## src/rtl/expr_eval_if.sv

```systemverilog
// ---------------------------------------------------------------------------
// expr_eval_if
// Purpose : Character-stream / result bundle shared between the character
//           source (master) and the incremental expression evaluator (slave).
// Signals :
//   in       [7:0]      ASCII character, meaningful only while in_valid=1
//   in_valid            one character per cycle, no backpressure
//   result   [WIDTH-1:0] value of the expression received so far
//   ok                  stream so far is a complete valid expression
//   err                 sticky syntax error
// ---------------------------------------------------------------------------
interface expr_eval_if #(
  parameter int WIDTH = 16
);
  logic [7:0]       in;
  logic             in_valid;
  logic [WIDTH-1:0] result;
  logic             ok;
  logic             err;

  modport master (
    output in, in_valid,
    input  result, ok, err
  );

  modport slave (
    input  in, in_valid,
    output result, ok, err
  );
endinterface

```

## src/rtl/expr_eval.sv

```systemverilog
// ---------------------------------------------------------------------------
// expr_eval
// Purpose : Incrementally evaluates a stream of single-digit operands and
//           +, -, (optionally) * operators with standard precedence. After
//           every accepted digit, result holds acc + term, where acc is the
//           sum of finished terms and term is the current signed product.
// Ports   :
//   clk          rising-edge clock
//   clr          asynchronous active-high clear of all state and outputs
//   bus (slave)  in / in_valid character input, result / ok / err outputs
// Build option:
//   EXPR_EVAL_MUL_EN  defined   -> '*' accepted, multiplier present
//                     undefined -> '*' is an illegal character
// ---------------------------------------------------------------------------
module expr_eval #(
  parameter int WIDTH = 16
) (
  input  logic        clk,
  input  logic        clr,
  expr_eval_if.slave  bus
);

  typedef enum logic [1:0] {S_NUM, S_OP, S_ERR} state_t;

`ifdef EXPR_EVAL_MUL_EN
  typedef enum logic [1:0] {OP_ADD, OP_SUB, OP_MUL} op_t;
`else
  typedef enum logic [0:0] {OP_ADD, OP_SUB} op_t;
`endif

  state_t           r_state;
  op_t              r_op;
  logic [WIDTH-1:0] r_acc;
  logic [WIDTH-1:0] r_term;
  logic [WIDTH-1:0] r_result;
  logic             r_ok;
  logic             r_err;

  logic             w_is_digit;
  logic             w_is_op;
  op_t              w_op_sel;
  logic [WIDTH-1:0] w_digit;
  logic [WIDTH-1:0] w_acc_next;
  logic [WIDTH-1:0] w_term_next;

  assign w_is_digit = (bus.in >= 8'h30) && (bus.in <= 8'h39);
  // ASCII '0'..'9' carry their value in the low nibble.
  assign w_digit    = {{(WIDTH-4){1'b0}}, bus.in[3:0]};

  // Operator decode; '*' is only recognised when the multiplier is built.
  always_comb begin
    w_is_op  = 1'b0;
    w_op_sel = OP_ADD;
    case (bus.in)
      8'h2B: begin w_is_op = 1'b1; w_op_sel = OP_ADD; end
      8'h2D: begin w_is_op = 1'b1; w_op_sel = OP_SUB; end
`ifdef EXPR_EVAL_MUL_EN
      8'h2A: begin w_is_op = 1'b1; w_op_sel = OP_MUL; end
`endif
      default: ;
    endcase
  end

  // Next arithmetic values for an accepted digit. The reset values
  // (acc=0, term=0, op=ADD) make the first digit fall out of the ADD case.
  always_comb begin
    w_acc_next  = r_acc + r_term;
    w_term_next = w_digit;
    case (r_op)
      OP_ADD: w_term_next = w_digit;
      OP_SUB: w_term_next = -w_digit;
`ifdef EXPR_EVAL_MUL_EN
      OP_MUL: begin
        // Pending product keeps growing; finished terms stay untouched.
        w_acc_next  = r_acc;
        w_term_next = r_term * w_digit;
      end
`endif
      default: ;
    endcase
  end

  always_ff @(posedge clk or posedge clr) begin
    if (clr) begin
      r_state  <= S_NUM;
      r_op     <= OP_ADD;
      r_acc    <= '0;
      r_term   <= '0;
      r_result <= '0;
      r_ok     <= 1'b0;
      r_err    <= 1'b0;
    end else if (bus.in_valid) begin
      case (r_state)
        S_NUM: begin
          if (w_is_digit) begin
            r_acc    <= w_acc_next;
            r_term   <= w_term_next;
            r_result <= w_acc_next + w_term_next;
            r_state  <= S_OP;
            r_ok     <= 1'b1;
          end else begin
            r_state  <= S_ERR;
            r_ok     <= 1'b0;
            r_err    <= 1'b1;
          end
        end
        S_OP: begin
          if (w_is_op) begin
            r_op    <= w_op_sel;
            r_state <= S_NUM;
            r_ok    <= 1'b0;
          end else begin
            r_state <= S_ERR;
            r_ok    <= 1'b0;
            r_err   <= 1'b1;
          end
        end
        default: ; // S_ERR absorbs everything until clr
      endcase
    end
  end

  assign bus.result = r_result;
  assign bus.ok     = r_ok;
  assign bus.err    = r_err;

endmodule
```

## src/flat_wrapper.sv

```systemverilog
// flat-port wrapper written by rule: the top's interface ports become plain ports
module expr_eval_flat 
#(
  parameter int WIDTH = 16
)
  (clk, clr, bus_in, bus_in_valid, bus_result, bus_ok, bus_err);
  expr_eval_if #(.WIDTH(WIDTH)) bus_i ();
  input  logic clk;
  input  logic clr;
  input wire logic [$bits(bus_i.in)-1:0] bus_in;
  input wire logic [$bits(bus_i.in_valid)-1:0] bus_in_valid;
  output wire logic [$bits(bus_i.result)-1:0] bus_result;
  output wire logic [$bits(bus_i.ok)-1:0] bus_ok;
  output wire logic [$bits(bus_i.err)-1:0] bus_err;
  assign bus_i.in = bus_in;
  assign bus_i.in_valid = bus_in_valid;
  assign bus_result = bus_i.result;
  assign bus_ok = bus_i.ok;
  assign bus_err = bus_i.err;
  expr_eval #(.WIDTH(WIDTH)) u_core (.clk(clk), .clr(clr), .bus(bus_i));
endmodule
```

## config.mk

```make
export PLATFORM = sky130hd
export DESIGN_NAME = expr_eval_flat
export DESIGN_NICKNAME = d
export VERILOG_FILES = /design/src/rtl/expr_eval_if.sv /design/src/rtl/expr_eval.sv /design/src/flat_wrapper.sv
export SDC_FILE = /design/constraint.sdc
export NUM_CORES = 1
export LEC_CHECK = 0
export CAP_MARGIN = 10
export CORE_UTILIZATION = 60
export CTS_BUF_LIST = sky130_fd_sc_hd__clkbuf_4 sky130_fd_sc_hd__clkbuf_8
export DETAILED_ROUTE_END_ITERATION = 6
export GPL_TIMING_DRIVEN = 0
export PLACE_DENSITY = 0.82
export SYNTH_ARGS = -nofsm -noshare
export SYNTH_HDL_FRONTEND = slang
export SYNTH_SLANG_ARGS = --single-unit
```

## constraint.sdc

```tcl
create_clock -name clk -period 4.3 [get_ports clk]
set_input_delay 0.86 -clock clk [delete_from_list [all_inputs] [get_ports clk]]
set_output_delay 0.86 -clock clk [all_outputs]
set_load 0.005 [all_outputs]
```

# Word-level counts from Yosys, hierarchy flattened
# Index checks and enable logic that the tools add are counted.
# word_totals
output_inout_bits,18
mem_bits_rw,0
in_bits,11
romBits,0
latchBits,0
elab_cells,37
reg_bits,53
memories,0
# op_classes
n_shift,0
n_mux,11
add_sub_neg,3
multipliers,0
n_reduce_logical,8
eq_ne,5
magnitude_cmp,2
bitwise_logic,1
n_div,0
# op_table
cell,count
$add 16x16->16,2
$pmux 16 s2,1
$eq 8x6->1 const B,2
$neg 4->16,1
$ge 8x6->1 const B,1
$le 8x6->1 const B,1
$reduce_and 3->1,2
$mux 1,5
$mux 2,2
$ne 2x2->1 const B,2
$pmux 1 s2,2
$pmux 2 s2,1
$reduce_and 4->1,1
$eq 2x1->1 const B,1
$logic_not 2->1,1
$reduce_and 2->1,1
$reduce_bool 2->1,1
$reduce_or 2->1,1
$logic_and 1x1->1,1
$not 1->1,1

# Logic depth before layout (Yosys ltp)
# Gate-level depths: netlist (run 1).
# depth
ltp_word,5
ltp_mapped,16
mapped_depth_nobuf,16

# Least setup slack after synthesis (run 1)
# No wires, ideal clock.
# synth_timing
path_kind,reg2reg
startpoint,register u_core.r_term[0]
endpoint,"register u_core.r_result[15], in the netlist u_core.bus.result[15]"
synth_period_minus_slack_ns,3.933
required_ns,4.176
setup_slack_ns,0.367
setup_time_ns,0.124
n_path_buf,0
t_arrival_ns,3.809
path_stages_with_launch,17
cell_sequence,dfrtp_1 > ha_1 > fa_1 > a21o_1 > a21o_1 > a21oi_1 > o31ai_1 > a21oi_1 > xnor2_1 > ha_1 > a21oi_2 > nor2b_1 > a311o_1 > o2111a_1 > or3_1 > and3_1 > o31a_1
# synth_via
elab_chain_len,2
# synth_lines
element,line_no,rtl
"start, declared",expr_eval.sv:34,logic [WIDTH-1:0] r_term;
"start signal, assigned",expr_eval.sv:97,r_term <= w_term_next;
$add 16x16->16,expr_eval.sv:67,w_acc_next = r_acc + r_term;
via u_core.w_acc_next[8],expr_eval.sv:43,logic [WIDTH-1:0] w_acc_next;
$add 16x16->16,expr_eval.sv:98,r_result <= w_acc_next + w_term_next;
"end signal, assigned",expr_eval.sv:98,
"end, declared",expr_eval.sv:35,logic [WIDTH-1:0] r_result;
# The timed path passes the listed nets, and every way through them passes these cells.
# A chain may end at the register's enable or synchronous reset.

# Final worst setup path (run 1)
# layout_timing
startpoint,register u_core.r_term[14]
endpoint,"register u_core.r_result[15], in the netlist u_core.bus.result[15]"
# layout_via
elab_chain_len,2
# layout_lines
element,line_no
$add 16x16->16,expr_eval.sv:67
$add 16x16->16,expr_eval.sv:98
# Every way passes these cells.

==> out/metrics.cfg, run 1 <==
[place]
placed_area_um2 = 3463
io_buffers = 27
finalWeightedCongestion = 0.9572
dp_slack_ps = -361.5
dp_cells = 416
hpwl_um = 4762

[global_route]
grt_usage = 0.2532
grt_pass1_wl_um = 10430
grt_pass1_vias = 2296
antenna_found_initial = 0
grt.overflow.total = 0
grt_max_degree = 44

[sta]
layout_setup_ws_ps = 159.2
finalSetupViolCount = 0
slew_headroom = 0.4155
worst_pin_slew_ps = 875.4
period_minus_slack_ps = 4141
clock_skew_ps = 8.084
finalHoldViolCount = 0
tns_ps = 0
fin_crit_sh = 0.9630
report.final.slew_viol_count = 0
fmaxAchievable_mhz = 241.5

[floorplanning]
fp.dieH_um = 73.99
ios = 29
die_width_um = 73.99
core_um2 = 4848
start_util = 0.6413
rows = 25
die_area_um2 = 5474

[route]
first_iter_violations = 125
num_vias = 2470
vias_per_cell = 5.839
wl_per_cell_um = 15.02
firstDrtPassIters = 4
drt_wl_total_um = 6354
route.antenna.remaining_nets = 0
drc_errors = 0

[synthesis]
syn_area_um2 = 3109
synth_cell_types = 45
synth_edf_count = 0
synth.area.top_cells = dfrtp_1 (35%), ha_1 (14%), mux2_2 (6.2%)
synth_top_area_share = 0.3461
avgSynthCellArea_um2 = 9.656
synth_nets = 369
synth_top_area_cell = dfrtp_1
synthArstFlopShare = 1.000
ys.flop_type = dfrtp_1
ys_warn_count = 0
ys_seq_elements = 43
synthCells = 322
ys_seq_area_frac = 0.3461

[cts]
cts_buffers = 5
cts_root_buf = clkbuf_8
cts.clk_slew.worst_paths_ps = 80
numClockSinks = 43
clock_path_buffers = 2
cts-htree-levels = 2
cts_tree = done
clock_latency_ps = 300

[min_path]
whs_endpoint = u_core.bus.err
hold_depth = 1
min_path_type = flop to flop
min-delay-start = u_core.bus.err

[finish]
postLayoutCellArea_um2 = 3630
layout-drive-gt1-share = 0.1124
nFillCells = 352
area_growth_syn_to_layout_pct = 16.74
nNetsFinal = 403
antennaDiodeCount = 0
instances_no_fill = 423

[setup_path]
cp-start-kind = flop
critPathArrivalTime_ps = 4340
path_class = flop to flop
cp-end-kind = flop
cp_data_required_time_ps = 4500
timing.rr.end = u_core.bus.result[15]
timing.reg2reg.setup_slack_ps = 160
cp_slowest_stage_delay_ps = 480
timing.rr.start = u_core.r_term[14]
path_max_fanout = 7
r2r_cells = 14
crit_slowest_cell = dfrtp_2
cp_cell_sequence = ha_1 > or3_1 > a21oi_2 > a21oi_1 > a21o_1 > a21o_1 > xor2_1 > ha_1 > nor2b_1 > a311o_1 > o2111a_1 > or3_1 > and3_1 > o31a_1

[power]
leakagePower_nw = 1.858
total_power_w = 0.0008422
power.density_nw_per_um2 = 232.0
vdd_drop_max_uv = 130.2

[flow_run]
max_cap_violations = 0

[outcome]
status = complete, no violations

==> sequential cells by signal (all words and copies together) (netlist names) <==
register and count:
u_core.r_term 7, u_core.r_op 1, u_core.bus.err 1, u_core.r_acc 16
u_core.bus.result 16, u_core.r_state 2
==> how the worst max path moves through the flow <==
stage | endpoint | cells past startpoint | from
after CTS | u_core.bus.result[15] | 16 | u_core.r_term[0]
after detailed placement | u_core.bus.result[15] | 12 | bus_in[0]
final | u_core.bus.result[15] | 14 | u_core.r_term[14]
after floorplan | u_core.bus.result[15] | 16 | u_core.r_term[0]
after global placement | u_core.bus.result[15] | 12 | bus_in[0]
after global routing | u_core.bus.result[15] | 14 | u_core.r_term[14]
==> metal layers <==
layer  up-vias  global-route usage  wire [µm]  part of all wire
met3         9             0.05285        277             0.044
li1       1229                   -          -                 -
met1      1163              0.3345       3080              0.48
met2        69              0.4182       2919              0.46
met4         0             0.07906         77             0.012
met5         -                   0          0                 0
==> metrics by stage <==
step	util	hold WS [ps]
detailed placement	0.7143	469.9
floorplan	-	445.3
global route	0.7486	492.2
CTS	0.7363	488.9
global placement	0.7143	447.9
finish	0.7486	477.0
==> worst max-delay path: cells and delay by family (launching register included) <==
kind / cells / cell delay, ps
adder cells (fa/ha/maj): 2 / 730
XOR/XNOR: 1 / 210
AND/OR/NAND/NOR: 4 / 1140
AO/OA/AOI/OAI: 7 / 1470
flip-flops: 1 / 480
==> cell families after synthesis <==
logic type | after synthesis | share of synthesized area
AO/OA/AOI/OAI | 91 | 0.1912
XOR/XNOR | 27 | 0.07605
adder cells (fa/ha/maj) | 36 | 0.1497
buffers and inverters | 17 | 0.02053
flip-flops | 43 | 0.3461
multiplexers | 22 | 0.07887
AND/OR/NAND/NOR | 86 | 0.1376
==> placed cells by master (no fill, tap or decap), types with 3 or more instances in the layout <==
master and count:
a211o_1 3, a211oi_1 4, a21o_1 16, a21oi_1 16
a21oi_2 4, and3_1 4, clkbuf_1 7, clkbuf_8 5
clkdlybuf4s50_1 27, dfrtp_1 42, ha_1 32, inv_1 9
mux2_1 3, mux2_2 17, nand2_1 28, nand2b_1 11
nand3_1 5, nor2_1 13, nor2b_1 5, nor3_1 9
o211ai_1 3, o21a_1 4, o21ai_0 21, o21ai_1 5
or3_1 3, xnor2_1 15, xor2_1 10
==> report_power, final <==
group	switching, W	internal, W
logic	0.0000483	0.0000492
registers	0.00000835	0.000417
clock network	0.000142	0.000177
==> timing repair <==
item,in CTS,in global routing
hold buffers,0,0
endpoints found under the setup margin,1,1
resized for setup,1,11
setup buffers,0,0
cloned,0,0
hold endpoints to repair,0,0
pin swaps,0,3
==> layout make-up <==
type                    count  area (µm²)  share of cell area
clock inverters             1       30.03            0.008273
inverters                  10       37.54             0.01034
repair buffers             27       270.3             0.07446
multi-input cells         262        2028              0.5588
flip-flops and latches     43        1077              0.2968
clock buffers               6       76.32             0.02103
plain buffers               7       26.28            0.007239
well taps                  67       83.83             0.02310
==> synthesized netlist by cell type, types with 2 or more instances <==
library cell  count
a211o_1           3
inv_1            10
and3_1            4
a21o_1           16
nand2b_1         11
a21oi_1          18
or3_1             3
mux2_1            3
a21oi_2           3
nor3_1            9
nand3_1           5
nand2_1          28
o21ai_0          21
nor2_1           13
a211oi_1          4
mux2_2           17
clkbuf_1          7
xnor2_1          16
a21boi_0          2
o211ai_1          3
ha_1             34
o21ai_1           5
fa_1              2
nor2b_1           5
a31oi_1           2
or2_2             2
xor2_1           11
dfrtp_1          43
o21a_1            4
mux2i_1           2
nor4_1            2
Note: power is estimated with default switching activity, not from simulation.
==> run 2, diff against run 1 <==
CORE_MARGIN = 2   (was not set)
==> out/metrics.cfg, run 2 (synthesis results as in run 1) <==
[setup_path]
path_max_fanout = 7  ; unchanged
cp_slowest_stage_delay_ps = 480  ; about the same
cp-start-kind = flop
crit_buf_inv = 0  ; unchanged
crit_family = compound AO/OA/AOI/OAI gates
cp_data_required_time_ps = 4490  ; about the same
critPathArrivalTime_ps = 4320  ; -20 ps
cp-end-kind = flop
path_class = flop to flop
cp_cell_sequence = ha_2 > or3_1 > a21oi_2 > a21oi_1 > a21o_1 > a21o_1 > xor2_1 > ha_1 > nor2b_1 > a311o_1 > o2111a_1 > or3_1 > and3_1 > o31a_1
crit_slowest_cell = dfrtp_2

[floorplanning]
core_um2 = 5042  ; +4.0%
rows = 26  ; +4.0%
die_width_um = 75.99  ; +2.7%
fp.dieH_um = 75.99  ; +2.7%
ios = 29  ; unchanged
start_util = 0.6166  ; -0.02467
die_area_um2 = 5774  ; +5.5%

[sta]
finalHoldViolCount = 0  ; unchanged
clock_skew_ps = 5.275  ; -2.809 ps
period_minus_slack_ps = 4126  ; -15.15 ps
fin_crit_sh = 0.9594  ; -0.003523
fmaxAchievable_mhz = 242.4  ; +0.37%
report.final.slew_viol_count = 0  ; unchanged
worst_pin_slew_ps = 869.0  ; -6.436 ps
finalSetupViolCount = 0  ; unchanged
slew_headroom = 0.4198  ; +0.004298
hold_ws_ps = 480.2  ; +3.216 ps

[global_route]
grt_pass1_wl_um = 10580  ; +1.5%
grt_max_degree = 44  ; unchanged
antenna_found_initial = 0  ; unchanged
grt.overflow.total = 0  ; unchanged
grt_pass1_vias = 2355  ; +2.6%
grt_usage = 0.2240  ; -0.02918

[finish]
antennaDiodeCount = 0  ; unchanged
final_common_cell = dfrtp_1
area_growth_syn_to_layout_pct = 16.14
nNetsFinal = 404  ; +0.25%
most-common-layout-cells = dfrtp_1 (42), ha_1 (32), nand2_1 (28)
nFillCells = 394  ; +12%
layout-drive-gt1-share = 0.1117  ; -0.0006277
fin_util = 0.7161  ; -0.03252

[flow_run]
max_cap_violations = 0  ; unchanged

[cts]
cts-htree-levels = 2  ; unchanged
cts.clk_slew.worst_paths_ps = 90  ; about the same
cts_root_buf = clkbuf_8
cts_tree = done
numClockSinks = 43  ; unchanged
clock_path_buffers = 2  ; unchanged
clock_latency_ps = 300  ; about the same
hold_buffers = 0  ; unchanged
cts_buffers = 5  ; unchanged

[route]
wl_per_cell_um = 14.53  ; -3.3%
num_vias = 2446  ; -0.97%
drt_wl_total_um = 6218  ; -2.1%
firstDrtPassIters = 5  ; +1
drc_errors = 0  ; unchanged
first_iter_violations = 174  ; +39%
route.antenna.remaining_nets = 0  ; unchanged
vias_per_cell = 5.715  ; -2.1%

[min_path]
min_path_type = flop to flop

[power]
power.density_nw_per_um2 = 233.7  ; +0.74%
total_power_w = 0.0008440  ; +0.22%
leakagePower_nw = 1.855  ; -0.18%
vdd_drop_max_uv = 148.9  ; +14%

[place]
finalWeightedCongestion = 0.8752  ; -8.6%
hpwl_um = 4698  ; -1.3%
io_buffers = 27  ; unchanged

[outcome]
status = complete, no violations

## run 2: report_power, final
| part | internal (W) | leakage, nW | total, W | switching, W |
|---|---|---|---|---|
| combinational | 0.0000492 | 1.21 | 0.0000977 | 0.0000485 |
| clock | 0.000173 | 0.0581 | 0.000320 | 0.000147 |
| sequential | 0.000417 | 0.587 | 0.000426 | 0.00000895 |
## run 2: what timing repair did
item,CTS,global route
endpoints found under the setup margin,1,1
resized for setup,1,7
setup buffers,0,1
pin swaps,0,3
## run 2: stage by stage
stage          setup TNS, ps  worst slack [ps]  area, µm²  cells
2_1_floorplan              0             367.2       3109    322
3_3_place_gp          -408.2            -408.2       3467    419
3_5_place_dp          -576.2            -493.9       3467    419
4_1_cts                    0             21.67       3580    427
5_1_grt               -10.78            -10.78       3611    428
6_report                   0             174.4       3611    428
## run 2: cell type report
class	count	area, µm²	area share
clock buffers	5	68.82	0.01906
repair buffers	28	277.8	0.07692
inverters	10	37.54	0.01040
well taps	70	87.58	0.02426
plain buffers	7	26.28	0.007277
flip-flops and latches	43	1077	0.2983
multi-input cells	262	1992	0.5516
clock inverters	3	43.79	0.01213
## run 2: final timing paths
path                                   start                     to  slack (ps)  depth (start not counted)
min in group asynchronous                clr   u_core.bus.result[4]        1060                          2
min reg2reg                   u_core.bus.err         u_core.bus.err         480                          1
max                        u_core.r_term[14]  u_core.bus.result[15]         170                         14
max in group asynchronous                clr      u_core.r_term[14]        2640                          2
min                           u_core.bus.err         u_core.bus.err         480                          1
max reg2reg                u_core.r_term[14]  u_core.bus.result[15]         170                         14
## run 2: per-layer routing
metal	up-vias	wire (µm)	global-route usage
met2	63	2921	0.3732
li1	1238	-	-
met5	-	0	0
met3	8	287	0.03081
met1	1137	2932	0.3044
met4	0	77	0.07273
==> run 3, diff against run 2 <==
==> constraint.sdc (replaced) <==
create_clock -name clk -period 4.3 [get_ports clk]
set_input_delay 1.29 -clock clk [delete_from_list [all_inputs] [get_ports clk]]
set_output_delay 1.29 -clock clk [all_outputs]
set_load 0.005 [all_outputs]
==> out/metrics.cfg, run 3 (synthesis results as in run 1) <==
[floorplanning]
start_util = 0.6166  ; unchanged
fp.dieH_um = 75.99  ; unchanged
die_area_um2 = 5774  ; unchanged
ios = 29  ; unchanged
core_um2 = 5042  ; unchanged
rows = 26  ; unchanged
die_width_um = 75.99  ; unchanged

[cts]
cts.clk_slew.worst_paths_ps = 90  ; about the same
hold_buffers = 0  ; unchanged
cts_root_buf = clkbuf_8
cts-htree-levels = 2  ; unchanged
clock_latency_ps = 300  ; about the same
clock_path_buffers = 2  ; unchanged
numClockSinks = 43  ; unchanged
cts_tree = done
cts_buffers = 5  ; unchanged

[finish]
nFillCells = 382  ; -3.0%
layout-drive-gt1-share = 0.1281  ; +0.01640
antennaDiodeCount = 0  ; unchanged
final_common_cell = dfrtp_1
nNetsFinal = 405  ; +0.25%
instances_no_fill = 429  ; +0.23%
most-common-layout-cells = dfrtp_1 (42), ha_1 (32), nand2_1 (28)
fin_util = 0.7263  ; +0.01017
area_growth_syn_to_layout_pct = 17.79

[setup_path]
cp-end-kind = flop
timing.rr.end = u_core.bus.result[15]
cp_cell_sequence = ha_2 > or3_1 > a21oi_2 > a21oi_1 > a21o_1 > a21o_1 > xor2_1 > ha_1 > nor2b_1 > a311o_1 > o2111a_1 > or3_1 > and3_1 > o31a_1
timing.rr.start = u_core.r_term[14]
r2r_cells = 14  ; unchanged
cp-start-kind = flop
cp_slowest_stage_delay_ps = 480  ; about the same
path_class = flop to flop
critPathArrivalTime_ps = 4310  ; about the same
crit_buf_inv = 0  ; unchanged
path_max_fanout = 7  ; unchanged
crit_slowest_cell = dfrtp_2
cp_data_required_time_ps = 4490  ; about the same
crit_family = compound AO/OA/AOI/OAI gates
timing.reg2reg.setup_slack_ps = 180  ; about the same

[route]
wl_per_cell_um = 14.92  ; +2.7%
drc_errors = 0  ; unchanged
vias_per_cell = 5.793  ; +1.4%
route.antenna.remaining_nets = 0  ; unchanged
drt_wl_total_um = 6399  ; +2.9%
num_vias = 2485  ; +1.6%
firstDrtPassIters = 4  ; -1
first_iter_violations = 218  ; +25%

[sta]
finalSetupViolCount = 0  ; unchanged
worst_pin_slew_ps = 870.9  ; +1.907 ps
slew_headroom = 0.4186  ; -0.001273
clock_skew_ps = 6.861  ; +1.586 ps
period_minus_slack_ps = 4123  ; -2.672 ps
fmaxAchievable_mhz = 242.5  ; about the same
finalHoldViolCount = 0  ; unchanged
hold_ws_ps = 481.4  ; +1.138 ps
fin_crit_sh = 0.9588  ; about the same
report.final.slew_viol_count = 0  ; unchanged

[power]
leakagePower_nw = 1.885  ; +1.6%
vdd_drop_max_uv = 148.3  ; -0.37%
power.density_nw_per_um2 = 231.8  ; -0.82%

[place]
finalWeightedCongestion = 0.8752  ; unchanged
dp_cells = 419  ; unchanged
hpwl_um = 4698  ; unchanged
io_buffers = 27  ; unchanged

[min_path]
min_path_type = flop to flop
hold_depth = 2  ; +1
whs_endpoint = u_core.bus.result[11]
min-delay-start = u_core.bus.result[11]

[flow_run]
max_cap_violations = 0  ; unchanged

[global_route]
grt_pass1_vias = 2367  ; +0.51%
antenna_found_initial = 0  ; unchanged
grt_max_degree = 44  ; unchanged
grt.overflow.total = 0  ; unchanged
grt_pass1_wl_um = 10690  ; +0.98%
grt_usage = 0.2271  ; +0.003065

[outcome]
status = complete, no violations

## run 3: layer usage
layer | vias to the layer above | share of wire | global-route usage
met2 | 71 | 0.47 | 0.3759
met4 | 0 | 0.013 | 0.06364
met3 | 7 | 0.051 | 0.04502
li1 | 1244 | - | -
met1 | 1163 | 0.46 | 0.3060
met5 | - | 0 | 0
## run 3: how the worst max path moves through the flow
| stage | slack [ps] | depth (start not counted) | startpoint | end |
|---|---|---|---|---|
| 2_1_floorplan | 160 | 11 | bus_in[2] | u_core.bus.result[15] |
| 3_3_place_gp | -840 | 12 | bus_in[0] | u_core.bus.result[15] |
| 3_5_place_dp | -920 | 12 | bus_in[0] | u_core.bus.result[15] |
| 4_1_cts | 1 | 10 | bus_in[0] | u_core.bus.result[15] |
| 5_1_grt | -30 | 16 | u_core.r_term[0] | u_core.bus.result[15] |
| 6_report | 180 | 14 | u_core.r_term[14] | u_core.bus.result[15] |
## run 3: layout make-up
| cell class | instances | area, µm² | area share |
|---|---|---|---|
| Buffer | 7 | 26.28 | 0.007175 |
| Multi-Input combinational cell | 262 | 2031 | 0.5545 |
| Inverter | 10 | 37.54 | 0.01025 |
| Clock inverter | 3 | 43.79 | 0.01196 |
| Timing Repair Buffer | 29 | 290.3 | 0.07926 |
| Clock buffer | 5 | 68.82 | 0.01879 |
| Sequential cell | 43 | 1077 | 0.2942 |
| Tap cell | 70 | 87.58 | 0.02392 |
## run 3: stage by stage
| step | total power [W] | setup TNS [ps] | setup WS [ps] | area [µm²] |
|---|---|---|---|---|
| 3_3_place_gp | 0.0005269 | -2841 | -838.2 | 3467 |
| 6_report | 0.0008490 | 0 | 177.1 | 3662 |
| 3_5_place_dp | 0.0005300 | -3554 | -923.9 | 3467 |
| 4_1_cts | 0.0008524 | 0 | 1.086 | 3615 |
| 5_1_grt | 0.0008931 | -32.01 | -32.01 | 3662 |
| 2_1_floorplan | 0.0004895 | 0 | 164.8 | 3109 |
## run 3: report_power, final
group / leakage [nW] / internal (W) / switching (W) / total (W)
Combinational: 1.24 / 0.0000528 / 0.0000523 / 0.000105
Sequential: 0.587 / 0.000417 / 0.00000919 / 0.000427
Clock: 0.0581 / 0.000173 / 0.000144 / 0.000317
## run 3: timing repair
item,in CTS,in global routing
gates resized for setup,7,11
gates cloned,0,0
buffers inserted,0,2
setup endpoints to repair,7,1
pin swaps,0,5
## run 3: worst register-to-register path, cell delays in order (launching register included)
cell      delay [ps]
dfrtp_2          480
ha_2             350
or3_1            410
a21oi_2          150
a21oi_1          100
a21o_1           200
a21o_1           180
xor2_1           220
ha_1             330
nor2b_1          200
a311o_1          370
o2111a_1         240
or3_1            360
and3_1           190
o31a_1           220
==> variant, RTL diff (settings of run 2) <==
Add a define of `EXPR_EVAL_MUL_EN`.
--- a/src/rtl/expr_eval.sv
+++ b/src/rtl/expr_eval.sv
@@ -12,6 +12,8 @@
 //   EXPR_EVAL_MUL_EN  defined   -> '*' accepted, multiplier present
 //                     undefined -> '*' is an illegal character
 // ---------------------------------------------------------------------------
+`define EXPR_EVAL_MUL_EN
+
 module expr_eval #(
   parameter int WIDTH = 16
 ) (
Function: changed (Yosys sat finds a counterexample within 4 cycles, from zero or initial values).
==> variant against run 2 <==
- cell area rose by 93%
- non-clock buffer count up 65
- the flow now finishes with violations (negative setup slack)
- area after synthesis increased by 73%
- highest routed layer unchanged
- worst setup slack worse by 1.0 ns
- routed wire length rose to 2.8 times the old value
- sequential cell count up 10
- sequential share of layout area fell by 11 points
- power up 29%
- largest cell class unchanged
==> variant: results (changes against run 2) <==
final worst setup slack=-0.860 ns (-1.03 ns); outcome=finished with violations; DRT iter0 DRCs=464 (+170%); crit-path max FO=4 (-3); count of endpoints failing setup in the final report=10 (+10); total via count in the routed design=5156 (+110%); sequential share of the synthesized area=0.246 (-0.0999); flop2flop setup slack=-0.65 ns (-0.82 ns); number of filler cells placed in the layout=521 (+32%); Post-Layout Cell Count=804 (+88%); Net count, final=786 (+95%); top post-synthesis cells by area=sky130_fd_sc_hd__dfrtp_1, sky130_fd_sc_hd__ha_1, sky130_fd_sc_hd__fa_1, sky130_fd_sc_hd__nand2_1, sky130_fd_sc_hd__and2_1; cells on worst reg2reg path=23 (+9); metal3 WL=1.23 mm (+330%); DP HPWL=10.1 mm (+110%); post-placement cell count=746 (+78%); launching point of the worst reg2reg path=u_core.r_term[0]; Routed wire per std cell=21.3 um (+47%); largest incremental delay on the critical path=0.52 ns (+0.04 ns); met2 WL post-DR=8.48 mm (+190%); family with the most delay on the worst path=compound AO/OA/AOI/OAI gates; Post-Syn Nets=700 (+90%); Setup Slack @ Placement=-2.01 ns (-1.52 ns); pin count of the biggest net entering global routing=39 (-11%); top post-synthesis cells by count=sky130_fd_sc_hd__nand2_1, sky130_fd_sc_hd__dfrtp_1, sky130_fd_sc_hd__ha_1, sky130_fd_sc_hd__inv_1, sky130_fd_sc_hd__a21oi_1; Placer Congestion=0.920 (+5.1%); average cell area after synthesis=8.85 um2 (-8.4%); static leakage=3.24 nW (+75%); worst vdd rail ir drop=0.177 mV (+19%); violations in the final reports=negative setup slack; area of placed instances=5940 um2 (+71%); clock insertion delay at the later pin of the skew report=0.32 ns (+0.02 ns); final worst clock skew=0.00695 ns (+0.00168 ns); vias in the first global route=5133 (+120%); hold_ws=0.479 ns (-0.000738 ns); count of buffers from port buffering=28 (+3.7%); data arrival time of the critical path=5.37 ns (+1.05 ns); count of cell types in the netlist=59 (+31%); Hold Path Cell Cnt=1 (unchanged); fraction of layout instances using a drive strength above 1=0.243 (+0.131); Worst-Margin Slew=1.28 ns (+0.409 ns)
-- variant: area by class of cell --
class	instances	area [um2]	area share
clock buffers	6	82.6	0.0118
clock inverters	2	37.5	0.00538
plain buffers	20	165	0.0237
well taps	108	135	0.0194
inverters	56	210	0.0301
multi-input cells	479	4290	0.614
repair buffers	80	733	0.105
flip-flops and latches	53	1330	0.190
-- variant: logic make-up after synthesis --
kind of cell | synth area share
xor+xnor | 0.0660
simple gates | 0.165
compound gates | 0.185
fa+ha+maj | 0.223
buf+inv | 0.0585
flops | 0.246
mux | 0.0564
-- variant: worst max path at each step --
stage | from | endpoint
final | bus_in[3] | u_core.bus.result[15]
after global routing | bus_in[2] | u_core.bus.result[15]
after CTS | bus_in[2] | u_core.bus.result[15]
after detailed placement | bus_in[3] | u_core.bus.result[15]
after global placement | bus_in[3] | u_core.bus.result[15]
after floorplan | bus_in[2] | u_core.bus.result[15]
-- variant: power by group --
| part | internal (mW) | switching, mW |
|---|---|---|
| logic | 0.100 | 0.103 |
| registers | 0.510 | 0.0151 |
| clock network | 0.189 | 0.173 |
-- variant: per-layer routing --
metal  vias to the layer above  GRT usage
met2                       286      0.560
met5                         -          0
met1                      2497      0.392
li1                       2289          -
met4                         0      0.103
met3                        84     0.0319
-- variant: what timing repair did --
| item | CTS | global route |
|---|---|---|
| endpoints found under the setup margin | 22 | 13 |
| buffers inserted | 35 | 21 |
| pin swaps | 46 | 68 |
| resized for setup | 55 | 70 |
| hold buffers | 0 | 0 |
-- variant: through the flow --
step           setup TNS (ns)  utilization
3_3_place_gp           -22.98        0.679
6_report                -5.21        0.800
2_1_floorplan           -3.01            -
5_1_grt                 -6.67        0.800
4_1_cts                 -4.69        0.746
3_5_place_dp           -24.17        0.682
